===== src/rtl/icache_pkg.sv =====
// Shared icache constants: default geometry, derived widths and FSM state encodings.
// Optional statistics counters are enabled in the top level by defining ICACHE_STATS_EN.
package icache_pkg;
   localparam int DEF_INDEX_BITS = 3;
   localparam int DEF_ADDR_BITS  = 10;
   localparam int OFFSET_BITS    = 2;
   localparam int BLOCK_BITS     = 4;
   localparam int DEF_TAG_BITS   = DEF_ADDR_BITS - BLOCK_BITS - DEF_INDEX_BITS;

   localparam logic [1:0] ST_IDLE   = 2'd0;
   localparam logic [1:0] ST_FETCH  = 2'd1;
   localparam logic [1:0] ST_UPDATE = 2'd2;

   function automatic int tag_bits(input int addr_bits, input int index_bits);
      return addr_bits - BLOCK_BITS - index_bits;
   endfunction
endpackage


===== src/rtl/icache_ctrl.sv =====
// Miss FSM: latches the block address on a miss, runs the memory handshake and
// holds the returned block in a fill register until the UPDATE cycle writes it.
module icache_ctrl
   import icache_pkg::*;
#(
   parameter int ADDR_BITS = DEF_ADDR_BITS
) (
   input  logic                 clk,
   input  logic                 reset,
   input  logic                 hit,
   input  logic [ADDR_BITS-5:0] blk_addr,
   input  logic                 mem_busywait,
   input  logic [127:0]         mem_readdata,
   output logic                 busywait,
   output logic                 mem_read,
   output logic [ADDR_BITS-5:0] mem_address,
   output logic [ADDR_BITS-5:0] req_addr,
   output logic [127:0]         fill_data,
   output logic                 fill_we,
   output logic                 idle_hit,
   output logic                 miss_start
);
   logic [1:0] state;
   logic       idle;

   // Reset masks every output so a response arriving mid-reset is never acted on.
   assign idle        = !reset && (state == ST_IDLE);
   assign idle_hit    = idle && hit;
   assign miss_start  = idle && !hit;
   assign busywait    = !reset && ((state != ST_IDLE) || !hit);
   assign mem_read    = !reset && (state == ST_FETCH);
   assign mem_address = mem_read ? req_addr : '0;
   assign fill_we     = !reset && (state == ST_UPDATE);

   always_ff @(posedge clk) begin
      if (reset) begin
         state     <= ST_IDLE;
         req_addr  <= '0;
         fill_data <= '0;
      end else begin
         case (state)
            ST_IDLE: begin
               if (!hit) begin
                  req_addr <= blk_addr;
                  state    <= ST_FETCH;
               end
            end
            ST_FETCH: begin
               if (!mem_busywait) begin
                  fill_data <= mem_readdata;
                  state     <= ST_UPDATE;
               end
            end
            ST_UPDATE: state <= ST_IDLE;
            default:   state <= ST_IDLE;
         endcase
      end
   end
endmodule


===== src/rtl/icache.sv =====
// Direct-mapped read-only instruction cache: tag/valid/data arrays and word mux, zero-cycle hits.
// Define ICACHE_STATS_EN to add saturating HIT_COUNT / MISS_COUNT outputs.
module icache
   import icache_pkg::*;
#(
   parameter int INDEX_BITS = DEF_INDEX_BITS,
   parameter int ADDR_BITS  = DEF_ADDR_BITS
) (
   input  logic                 CLK,
   input  logic                 RESET,
   input  logic [31:0]          PC,
   output logic [31:0]          INSTRUCTION,
   output logic                 BUSYWAIT,
   output logic                 MEM_READ,
   output logic [ADDR_BITS-5:0] MEM_ADDRESS,
   input  logic [127:0]         MEM_READDATA,
   input  logic                 MEM_BUSYWAIT
`ifdef ICACHE_STATS_EN
   ,
   output logic [15:0]          HIT_COUNT,
   output logic [15:0]          MISS_COUNT
`endif
);
   localparam int TAG_BITS = tag_bits(ADDR_BITS, INDEX_BITS);
   localparam int LINES    = 1 << INDEX_BITS;

   logic [ADDR_BITS-5:0]   blk_addr, req_addr;
   logic [INDEX_BITS-1:0]  index, fill_index;
   logic [TAG_BITS-1:0]    tag, fill_tag;
   logic [OFFSET_BITS-1:0] offset;
   logic [127:0]           data_arr [LINES];
   logic [TAG_BITS-1:0]    tag_arr  [LINES];
   logic [LINES-1:0]       valid;
   logic [127:0]           line, fill_data;
   logic [31:0]            word, last_instr;
   logic                   hit, fill_we, idle_hit, miss_start;
   logic                   unused_pc_bits;

   assign unused_pc_bits = ^{PC[31:ADDR_BITS], PC[1:0]};
   assign blk_addr   = PC[ADDR_BITS-1:4];
   assign offset     = PC[3:2];
   assign index      = blk_addr[INDEX_BITS-1:0];
   assign tag        = blk_addr[ADDR_BITS-5:INDEX_BITS];
   assign fill_index = req_addr[INDEX_BITS-1:0];
   assign fill_tag   = req_addr[ADDR_BITS-5:INDEX_BITS];

   assign hit  = valid[index] && (tag_arr[index] == tag);
   assign line = data_arr[index];

   always_comb begin
      case (offset)
         2'd0:    word = line[31:0];
         2'd1:    word = line[63:32];
         2'd2:    word = line[95:64];
         default: word = line[127:96];
      endcase
   end

   // Outside a hit cycle the CPU keeps seeing the last word it was given.
   assign INSTRUCTION = idle_hit ? word : (RESET ? 32'd0 : last_instr);

   always_ff @(posedge CLK) begin
      if (RESET) begin
         valid      <= '0;
         last_instr <= '0;
      end else begin
         if (fill_we)  valid[fill_index] <= 1'b1;
         if (idle_hit) last_instr        <= word;
      end
   end

   always_ff @(posedge CLK) begin
      if (fill_we) begin
         data_arr[fill_index] <= fill_data;
         tag_arr[fill_index]  <= fill_tag;
      end
   end

   icache_ctrl #(.ADDR_BITS(ADDR_BITS)) u_ctrl (
      .clk          (CLK),
      .reset        (RESET),
      .hit          (hit),
      .blk_addr     (blk_addr),
      .mem_busywait (MEM_BUSYWAIT),
      .mem_readdata (MEM_READDATA),
      .busywait     (BUSYWAIT),
      .mem_read     (MEM_READ),
      .mem_address  (MEM_ADDRESS),
      .req_addr     (req_addr),
      .fill_data    (fill_data),
      .fill_we      (fill_we),
      .idle_hit     (idle_hit),
      .miss_start   (miss_start)
   );

`ifdef ICACHE_STATS_EN
   always_ff @(posedge CLK) begin
      if (RESET) begin
         HIT_COUNT  <= '0;
         MISS_COUNT <= '0;
      end else begin
         if (idle_hit && (HIT_COUNT != 16'hFFFF))    HIT_COUNT  <= HIT_COUNT + 16'd1;
         if (miss_start && (MISS_COUNT != 16'hFFFF)) MISS_COUNT <= MISS_COUNT + 16'd1;
      end
   end
`endif
endmodule


===== config.mk =====
export PLATFORM = sky130hd
export DESIGN_NAME = icache
export DESIGN_NICKNAME = d
export VERILOG_FILES = /design/src/rtl/icache_pkg.sv /design/src/rtl/icache_ctrl.sv /design/src/rtl/icache.sv
export SDC_FILE = /design/constraint.sdc
export NUM_CORES = 1
export LEC_CHECK = 0
export CAP_MARGIN = 20
export CORE_UTILIZATION = 40
export DETAILED_ROUTE_END_ITERATION = 8
export PLACE_DENSITY_LB_ADDON = 0.08
export SLEW_MARGIN = 15
export SYNTH_ARGS = -nofsm -noshare
export SYNTH_HDL_FRONTEND = slang
export SYNTH_SLANG_ARGS = --single-unit

===== constraint.sdc =====
create_clock -name CLK -period 16.2 [get_ports CLK]
set_clock_uncertainty 0.2 [all_clocks]
set_input_delay 1.62 -clock CLK [delete_from_list [all_inputs] [get_ports CLK]]
set_output_delay 1.62 -clock CLK [all_outputs]
set_load 0.02 [all_outputs]

# Word-level counts from Yosys, hierarchy flattened
# Memories as Yosys holds them, arrays and structs flattened.
# Cells that the tools add are included.
dict set report op_classes {
  addsub 0
  n_mul 0
  div 0
  magnitude_cmp 3
  eq_ne 7
  shift 0
  mux 13
  bitwise_logic 3
  reduce_logical 16
}
# op count
set ops {}
lappend ops {{case mux 32 bit (3 select lines)} 1}
lappend ops {{two-way mux 32 bit} 2}
lappend ops {{less-than comparator 3 x 4 -> 1 bit, second input constant} 2}
lappend ops {{OR 8 bit} 1}
lappend ops {{logical AND 1 bit} 7}
lappend ops {{two-way mux 6 bit} 1}
lappend ops {{AND reduction 2 bit} 3}
lappend ops {{equality test 2 x 1 -> 1 bit, second input constant} 2}
lappend ops {{equality test 2 bit, second input constant} 2}
lappend ops {{zero test 2 bit} 2}
lappend ops {{two-way mux 1 bit} 4}
lappend ops {{two-way mux 2 bit} 2}
lappend ops {{inequality test 2 bit, second input constant} 2}
lappend ops {{case mux 2 bit (2 select lines)} 1}
lappend ops {{binary-select mux 1 bit (select 3 bit)} 1}
lappend ops {{demux 1 bit (select 3 bit)} 1}
lappend ops {{equality test 3 bit} 1}
lappend ops {{greater-or-equal comparator 3 x 1 -> 1 bit, second input constant} 1}
lappend ops {{zero test 1 bit} 2}
lappend ops {{NOT 1 bit} 2}
lappend ops {{nonzero test 2 bit} 1}
lappend ops {{logical OR 1 bit} 1}
dict set report totals {
  reg_bits 176
  latchBits 0
  mem_bits_rw 1048
  mem_bits_ro 0
  output_inout_bits 40
  wordCells 49
  n_memories 2
}
# memory words word_bits rd rd_clocked_by_memory_dff write_ports line_no
set memory_table {}
lappend memory_table {data_arr 8 128 1 0 1 icache.sv:31} ;# logic [127:0] data_arr [LINES];
lappend memory_table {tag_arr 8 3 1 0 1 icache.sv:32} ;# logic [TAG_BITS-1:0] tag_arr [LINES];

# Depth between registers and ports, before layout
dict set report logic_depth {
  depth_word 6
  depth_mapped 11
}

# Hierarchy
# A second synthesis with hierarchy kept.
dict set report unflattened {
  cells_unflattened 2874
  hier_area_um2 48489.0
}
# mod n_inst cells_each area_each_um2 seq_area_each_um2
set by_module_without_submodules {}
lappend by_module_without_submodules {icache 1 2270 42209.2 32271.0}
lappend by_module_without_submodules {icache_ctrl 1 604 6279.8 2722.6}

# Least setup slack after synthesis
# OpenSTA, ideal clock, no wires.
dict set report synth_timing {
  kind {input -> register}
  startpoint {input RESET}
  endpoint {memory data_arr[1][0], enable pin}
  setup_time_ns 0.784
  arrival_ns 10.773
  setup_slack_ns 4.443
  path_stages 3
  cell_sequence {nor2_1 -> nand3_1 -> nor3_1}
}
dict set report synth_via {
  elab_chain_cells 4
}
# element line_no
set synth_lines {}
lappend synth_lines {{from (decl)} icache.sv:10} ;# input logic RESET,
lappend synth_lines {{zero test 1 bit} icache_ctrl.sv:33} ;# assign fill_we = !reset && (state == ST_UPDATE);
lappend synth_lines {{logical AND 1 bit} icache_ctrl.sv:33}
lappend synth_lines {{two-way mux 1 bit} icache.sv:73} ;# if (fill_we) begin
lappend synth_lines {{two-way mux 1 bit (implied by the code)} icache.sv:74} ;# data_arr[fill_index] <= fill_data;
lappend synth_lines {{to (decl)} icache.sv:31}
# No other way between the ends.

# Worst setup path after layout
dict set report layout_timing {
  startpoint {input PC[4]}
  endpoint {output INSTRUCTION[1]}
}
dict set report layout_via {
  elab_chain_cells 5
  elab_cells_between_ends 9
  cone_classes {eq/ne: 1; mux: 4; reduce/logical: 2; memory: 2}
}
# element line_no
set layout_lines {}
lappend layout_lines {{from (decl)} icache.sv:11} ;# input logic [31:0] PC,
lappend layout_lines {{memory (8 x 3 bit) / binary-select mux 1 bit (select 3 bit) (equally long branches)} -}
lappend layout_lines {{equality test 3 bit / two-way mux 1 bit (equally long branches)} icache.sv:47} ;# assign hit = valid[index] && (tag_arr[index] == tag);
lappend layout_lines {{logical AND 1 bit} icache.sv:47}
lappend layout_lines {{logical AND 1 bit} icache_ctrl.sv:28} ;# assign idle_hit = idle && hit;
lappend layout_lines {{two-way mux 32 bit (*)} icache.sv:60} ;# assign INSTRUCTION = idle_hit ? word : (RESET ? 32'd0 : last_instr);
lappend layout_lines {{to (decl)} icache.sv:12} ;# output logic [31:0] INSTRUCTION,
# Every way passes the cells marked *; elsewhere a longest branch is shown, timed or not. The select of a mux whose other input is x is not followed.

==> impl_summary.log <==
[metrics] Post-Synth Adder-Cell Area: 0%
[metrics] kind of capture point of the worst setup path: primary output
[metrics] pre-CTS WS: 7.52 ns
[metrics] post-synthesis cell type count: 29
[metrics] cells along the critical path: buf_8, buf_12, mux2i_1, mux4_2, xor2_2, nand2_1, nor4bb_4, buf_4, buf_4, mux2i_1, clkdlybuf4s50_1
[metrics] hold wc startpoint: last_instr[31]
[metrics] post-layout worst setup margin: 7.57 ns
[metrics] Simple-Gate Fraction of Synth Area: 3.27%
[metrics] Clock Root Buffer: sky130_fd_sc_hd__clkbuf_16
[metrics] run status: complete, but fails checks
[metrics] Die Height: 343 um
[metrics] antenna violations before repair: 6
[metrics] static leakage: 16.7 nW
[metrics] post-detailed-route via-to-cell ratio: 5.40
[metrics] detailed-router iteration count before antenna repair: 7
[metrics] Setup violations, final: 0
[metrics] Synth Cell Area: 46400 um^2
[metrics] maximum achievable frequency: 116 MHz
[metrics] DRC violation count after routing: 12
[metrics] synthesized area per cell: 19.4 um^2
[metrics] Reg clk slew, reported paths: 0.05 ns
[metrics] Worst path max stage delay: 0.74 ns
[metrics] failing checks: design-rule violations
[metrics] total wirelength of the detailed-routed design: 111 mm
[metrics] die area: 117000 um^2
[metrics] number of nets with antenna violations after routing: 0
[metrics] async set-or-reset flop fraction in the synthesized netlist: 0%
[metrics] Initial Util: 40.5%
[metrics] xor and xnor fraction of the mapped netlist area: 0.0728%
[metrics] class of the most critical setup path: in -> out
[metrics] share of cells above drive strength 1: 22.6%
[metrics] critical path data required time: 14.38 ns
[metrics] max-cap violation count: 0
[metrics] dominant combinational cell family by area after synthesis: multiplexers
[metrics] number of pins with negative max-slew slack in the final report: 0
[metrics] family with the most delay on the worst path: buffers and inverters
[metrics] standard-cell rows: 124
[metrics] number of inserted filler cells in the final layout: 9564
[metrics] quantity of hold-fixing buffers added after cts: 0
[metrics] number of antenna repair diodes: 0
[metrics] weighted congestion at the end of routability-driven global placement: 0.713
[metrics] setup repair after global routing missed its margin: no
[metrics] power density over the cells: 125 nW/um^2
[metrics] most used flip-flop cell after synthesis: sky130_fd_sc_hd__edfxtp_1
[metrics] highest fanout seen on the critical path: 97
[metrics] Placeable Area: 115000 um^2
[metrics] die extent in x: 343 um
[metrics] first-pass GRT wire length: 164 mm
[metrics] worst min-delay path endpoint: last_instr[31]
[metrics] cts repair resizes: 0
[metrics] Tot GR Track Use: 19.2%
[metrics] total non-filler cell area in the finished layout: 54100 um^2
[metrics] Layout Nets: 2771
[metrics] total number of clock tree sinks: 1224
[metrics] grt ovf: 0
[metrics] internal reg-to-reg setup slack: 12.67 ns
[metrics] part of the cycle the worst path needs: 53.3%
[metrics] number of buffer and inverter stages on the critical path: 5
[metrics] post-layout minimum cycle time: 8.63 ns
[metrics] Post-Place Cell Area: 49800 um^2
[metrics] Routed wire per std cell: 26.2 um
[metrics] top post-synthesis cells by area: sky130_fd_sc_hd__edfxtp_1 (68%), sky130_fd_sc_hd__mux4_2 (14%), sky130_fd_sc_hd__dfxtp_1 (7.6%)
[metrics] proportion of synthesized chip area in sequential cells: 75.4%
[metrics] count of pins on the block boundary: 203
[metrics] critical register-to-register path startpoint: u_ctrl.state[1]
[metrics] count of flip-flops with a built-in enable after synthesis: 1048
[metrics] capturing point of the worst reg2reg path: u_ctrl.fill_data[97]
[metrics] final hold viol count: 0
[metrics] area grow syn2layout: 16.6%
[metrics] Inserted Clock Buffers: 134
[metrics] Bufs on Longest Clock Path: 3
[metrics] Crit. path cell count: 11
[metrics] post-synthesis sequential element count: 1224
[metrics] total power: 0.00675 W
[metrics] detailed-route via count: 22900
[metrics] crit path launch type: input port
[metrics] number of design-rule violations left by the first detailed-router iteration: 1566
[metrics] cell with the biggest individual delay on the critical path: sky130_fd_sc_hd__clkdlybuf4s50_1
[metrics] worst path arrival time: 6.81 ns
[metrics] TritonCTS clock tree: yes
[metrics] Compound-Gate Fraction of Synth Area: 2.21%
[metrics] Syn Nets: 2552
[metrics] PortBufs: 178
[metrics] Hold WC Path Type: reg -> reg
[metrics] fraction of synthesized cell area taken by the top area cell type: 67.8%
[metrics] mux share of post-synthesis cell area: 17.5%
[metrics] highest ir drop seen on vdd: 0.0975 mV
[metrics] DP HPWL: 57.8 mm
[metrics] Post-CTS Setup Bufs: 0
[metrics] total negative setup slack: 0 ns
[metrics] r2r worst-path depth: 6
[metrics] number of instances in the synthesized netlist: 2389
[metrics] actual slew at the worst max-slew pin: 1.06 ns
[metrics] normalized max-slew margin: 29.1%
[metrics] Clock H-tree levels: 4
[metrics] clock latency at the later pin of the worst-skew pair: 0.73 ns
[metrics] number of stages on the worst hold path: 2
[metrics] cell taking the most area after synthesis: sky130_fd_sc_hd__edfxtp_1
[metrics] largest net degree at the start of global routing: 136
[metrics] number of global-route vias before repair: 24500
[metrics] total of warnings raised by yosys: 0
[layout by cell type, fill, tap and decap left out, types with 2 or more instances in the layout]
master / netlist / routed
sky130_fd_sc_hd__mux2i_1: 82 / 82
sky130_fd_sc_hd__nand2b_1: 4 / 3
sky130_fd_sc_hd__xor2_1: 2 / 2
sky130_fd_sc_hd__o21ai_0: 32 / 32
sky130_fd_sc_hd__nand3b_1: 3 / 3
sky130_fd_sc_hd__inv_6: 0 / 6
sky130_fd_sc_hd__nor2_1: 59 / 52
sky130_fd_sc_hd__buf_8: 1 / 3
sky130_fd_sc_hd__clkinv_2: 0 / 20
sky130_fd_sc_hd__dfxtp_1: 176 / 176
sky130_fd_sc_hd__a21oi_1: 128 / 128
sky130_fd_sc_hd__nand3_1: 2 / 2
sky130_fd_sc_hd__clkbuf_1: 77 / 45
sky130_fd_sc_hd__o22ai_1: 32 / 32
sky130_fd_sc_hd__edfxtp_1: 1048 / 1048
sky130_fd_sc_hd__mux4_2: 292 / 292
sky130_fd_sc_hd__buf_4: 8 / 46
sky130_fd_sc_hd__buf_12: 0 / 2
sky130_fd_sc_hd__mux2_2: 65 / 65
sky130_fd_sc_hd__clkbuf_16: 0 / 140
sky130_fd_sc_hd__clkdlybuf4s50_1: 0 / 172
sky130_fd_sc_hd__clkbuf_8: 0 / 12
sky130_fd_sc_hd__nor3_2: 0 / 2
sky130_fd_sc_hd__and2_1: 6 / 6
sky130_fd_sc_hd__clkinv_8: 0 / 3
sky130_fd_sc_hd__buf_2: 42 / 2
sky130_fd_sc_hd__nor2_4: 0 / 7
sky130_fd_sc_hd__bufinv_16: 0 / 6
sky130_fd_sc_hd__clkinv_1: 0 / 16
sky130_fd_sc_hd__nand2_1: 304 / 303
[worst max-delay path by stage]
stage	to	start
2_1_floorplan	data_arr[1][0]	RESET
4_1_cts	INSTRUCTION[2]	PC[5]
6_report	INSTRUCTION[1]	PC[4]
5_1_grt	INSTRUCTION[1]	PC[4]
3_5_place_dp	INSTRUCTION[21]	PC[5]
3_3_place_gp	INSTRUCTION[2]	PC[5]
[worst reg2reg max path, delay by kind of cell (launching register included)]
family / cells / cell delay (ns)
simple gates: 3 / 1.24
flops: 1 / 0.34
compound gates: 1 / 0.18
buf+inv: 2 / 1.50
[sequential cells by signal, summed over array words and instances (netlist names)]
| register | cells |
|---|---|
| u_ctrl.fill_data | 128 |
| u_ctrl.req_addr | 6 |
| u_ctrl.state | 2 |
| last_instr | 32 |
| valid | 8 |
| data_arr | 1024 |
| tag_arr | 24 |
[cell families (layout without fill, tap and decap cells)]
family | Yosys count | after routing
buf+inv | 144 | 475
mux | 439 | 439
xor+xnor | 3 | 3
flops | 1224 | 1224
compound gates | 194 | 194
simple gates | 385 | 385
[cell type report]
type | instances | area, um^2 | share of cell area (%)
tap | 1512 | 1890 | 3.50
clock buffer | 196 | 3820 | 7.07
inverter | 1 | 3.75 | 0.00694
sequential | 1224 | 35000 | 64.7
timing repair buffer | 226 | 2180 | 4.02
multi-input combinational | 1021 | 10800 | 19.9
clock inverter | 52 | 449 | 0.830
[Yosys cell counts, types with 2 or more instances]
master / instances
sky130_fd_sc_hd__buf_2: 42
sky130_fd_sc_hd__buf_1: 6
sky130_fd_sc_hd__mux2_2: 65
sky130_fd_sc_hd__xor2_1: 2
sky130_fd_sc_hd__nand2_1: 304
sky130_fd_sc_hd__buf_6: 9
sky130_fd_sc_hd__nand2b_1: 4
sky130_fd_sc_hd__nand3b_1: 3
sky130_fd_sc_hd__nor3_1: 3
sky130_fd_sc_hd__o21ai_0: 32
sky130_fd_sc_hd__clkbuf_1: 77
sky130_fd_sc_hd__edfxtp_1: 1048
sky130_fd_sc_hd__o22ai_1: 32
sky130_fd_sc_hd__buf_4: 8
sky130_fd_sc_hd__nor2_1: 59
sky130_fd_sc_hd__nand3_1: 2
sky130_fd_sc_hd__and2_1: 6
sky130_fd_sc_hd__mux2i_1: 82
sky130_fd_sc_hd__or2_2: 2
sky130_fd_sc_hd__dfxtp_1: 176
sky130_fd_sc_hd__a21oi_1: 128
sky130_fd_sc_hd__mux4_2: 292
[per-stage QoR]
step | utilization (%) | instances | hold slack (ns)
2_1_floorplan | - | 2389 | 0.235
3_3_place_gp | 43.5 | 3984 | 0.244
3_5_place_dp | 43.5 | 3984 | 0.259
4_1_cts | 47.2 | 4232 | 0.270
5_1_grt | 47.2 | 4232 | 0.286
6_report | 47.2 | 4232 | 0.268
[where the power goes]
| part | switching (W) | leakage (nW) | total [W] | internal, W |
|---|---|---|---|---|
| Clock | 0.00120 | 2.09 | 0.00294 | 0.00174 |
| Sequential | 0.0000461 | 10.7 | 0.00350 | 0.00345 |
| Combinational | 0.000175 | 3.93 | 0.000316 | 0.000141 |
| Total | 0.00142 | 16.7 | 0.00675 | 0.00533 |
[per-layer routing]
layer	routed length, um	GRT usage, %
met1	50100	27.2
met2	53600	31.0
met3	5130	3.24
met4	1890	4.86
met5	13	0
No activity file was read; power rests on OpenSTA's default activity.
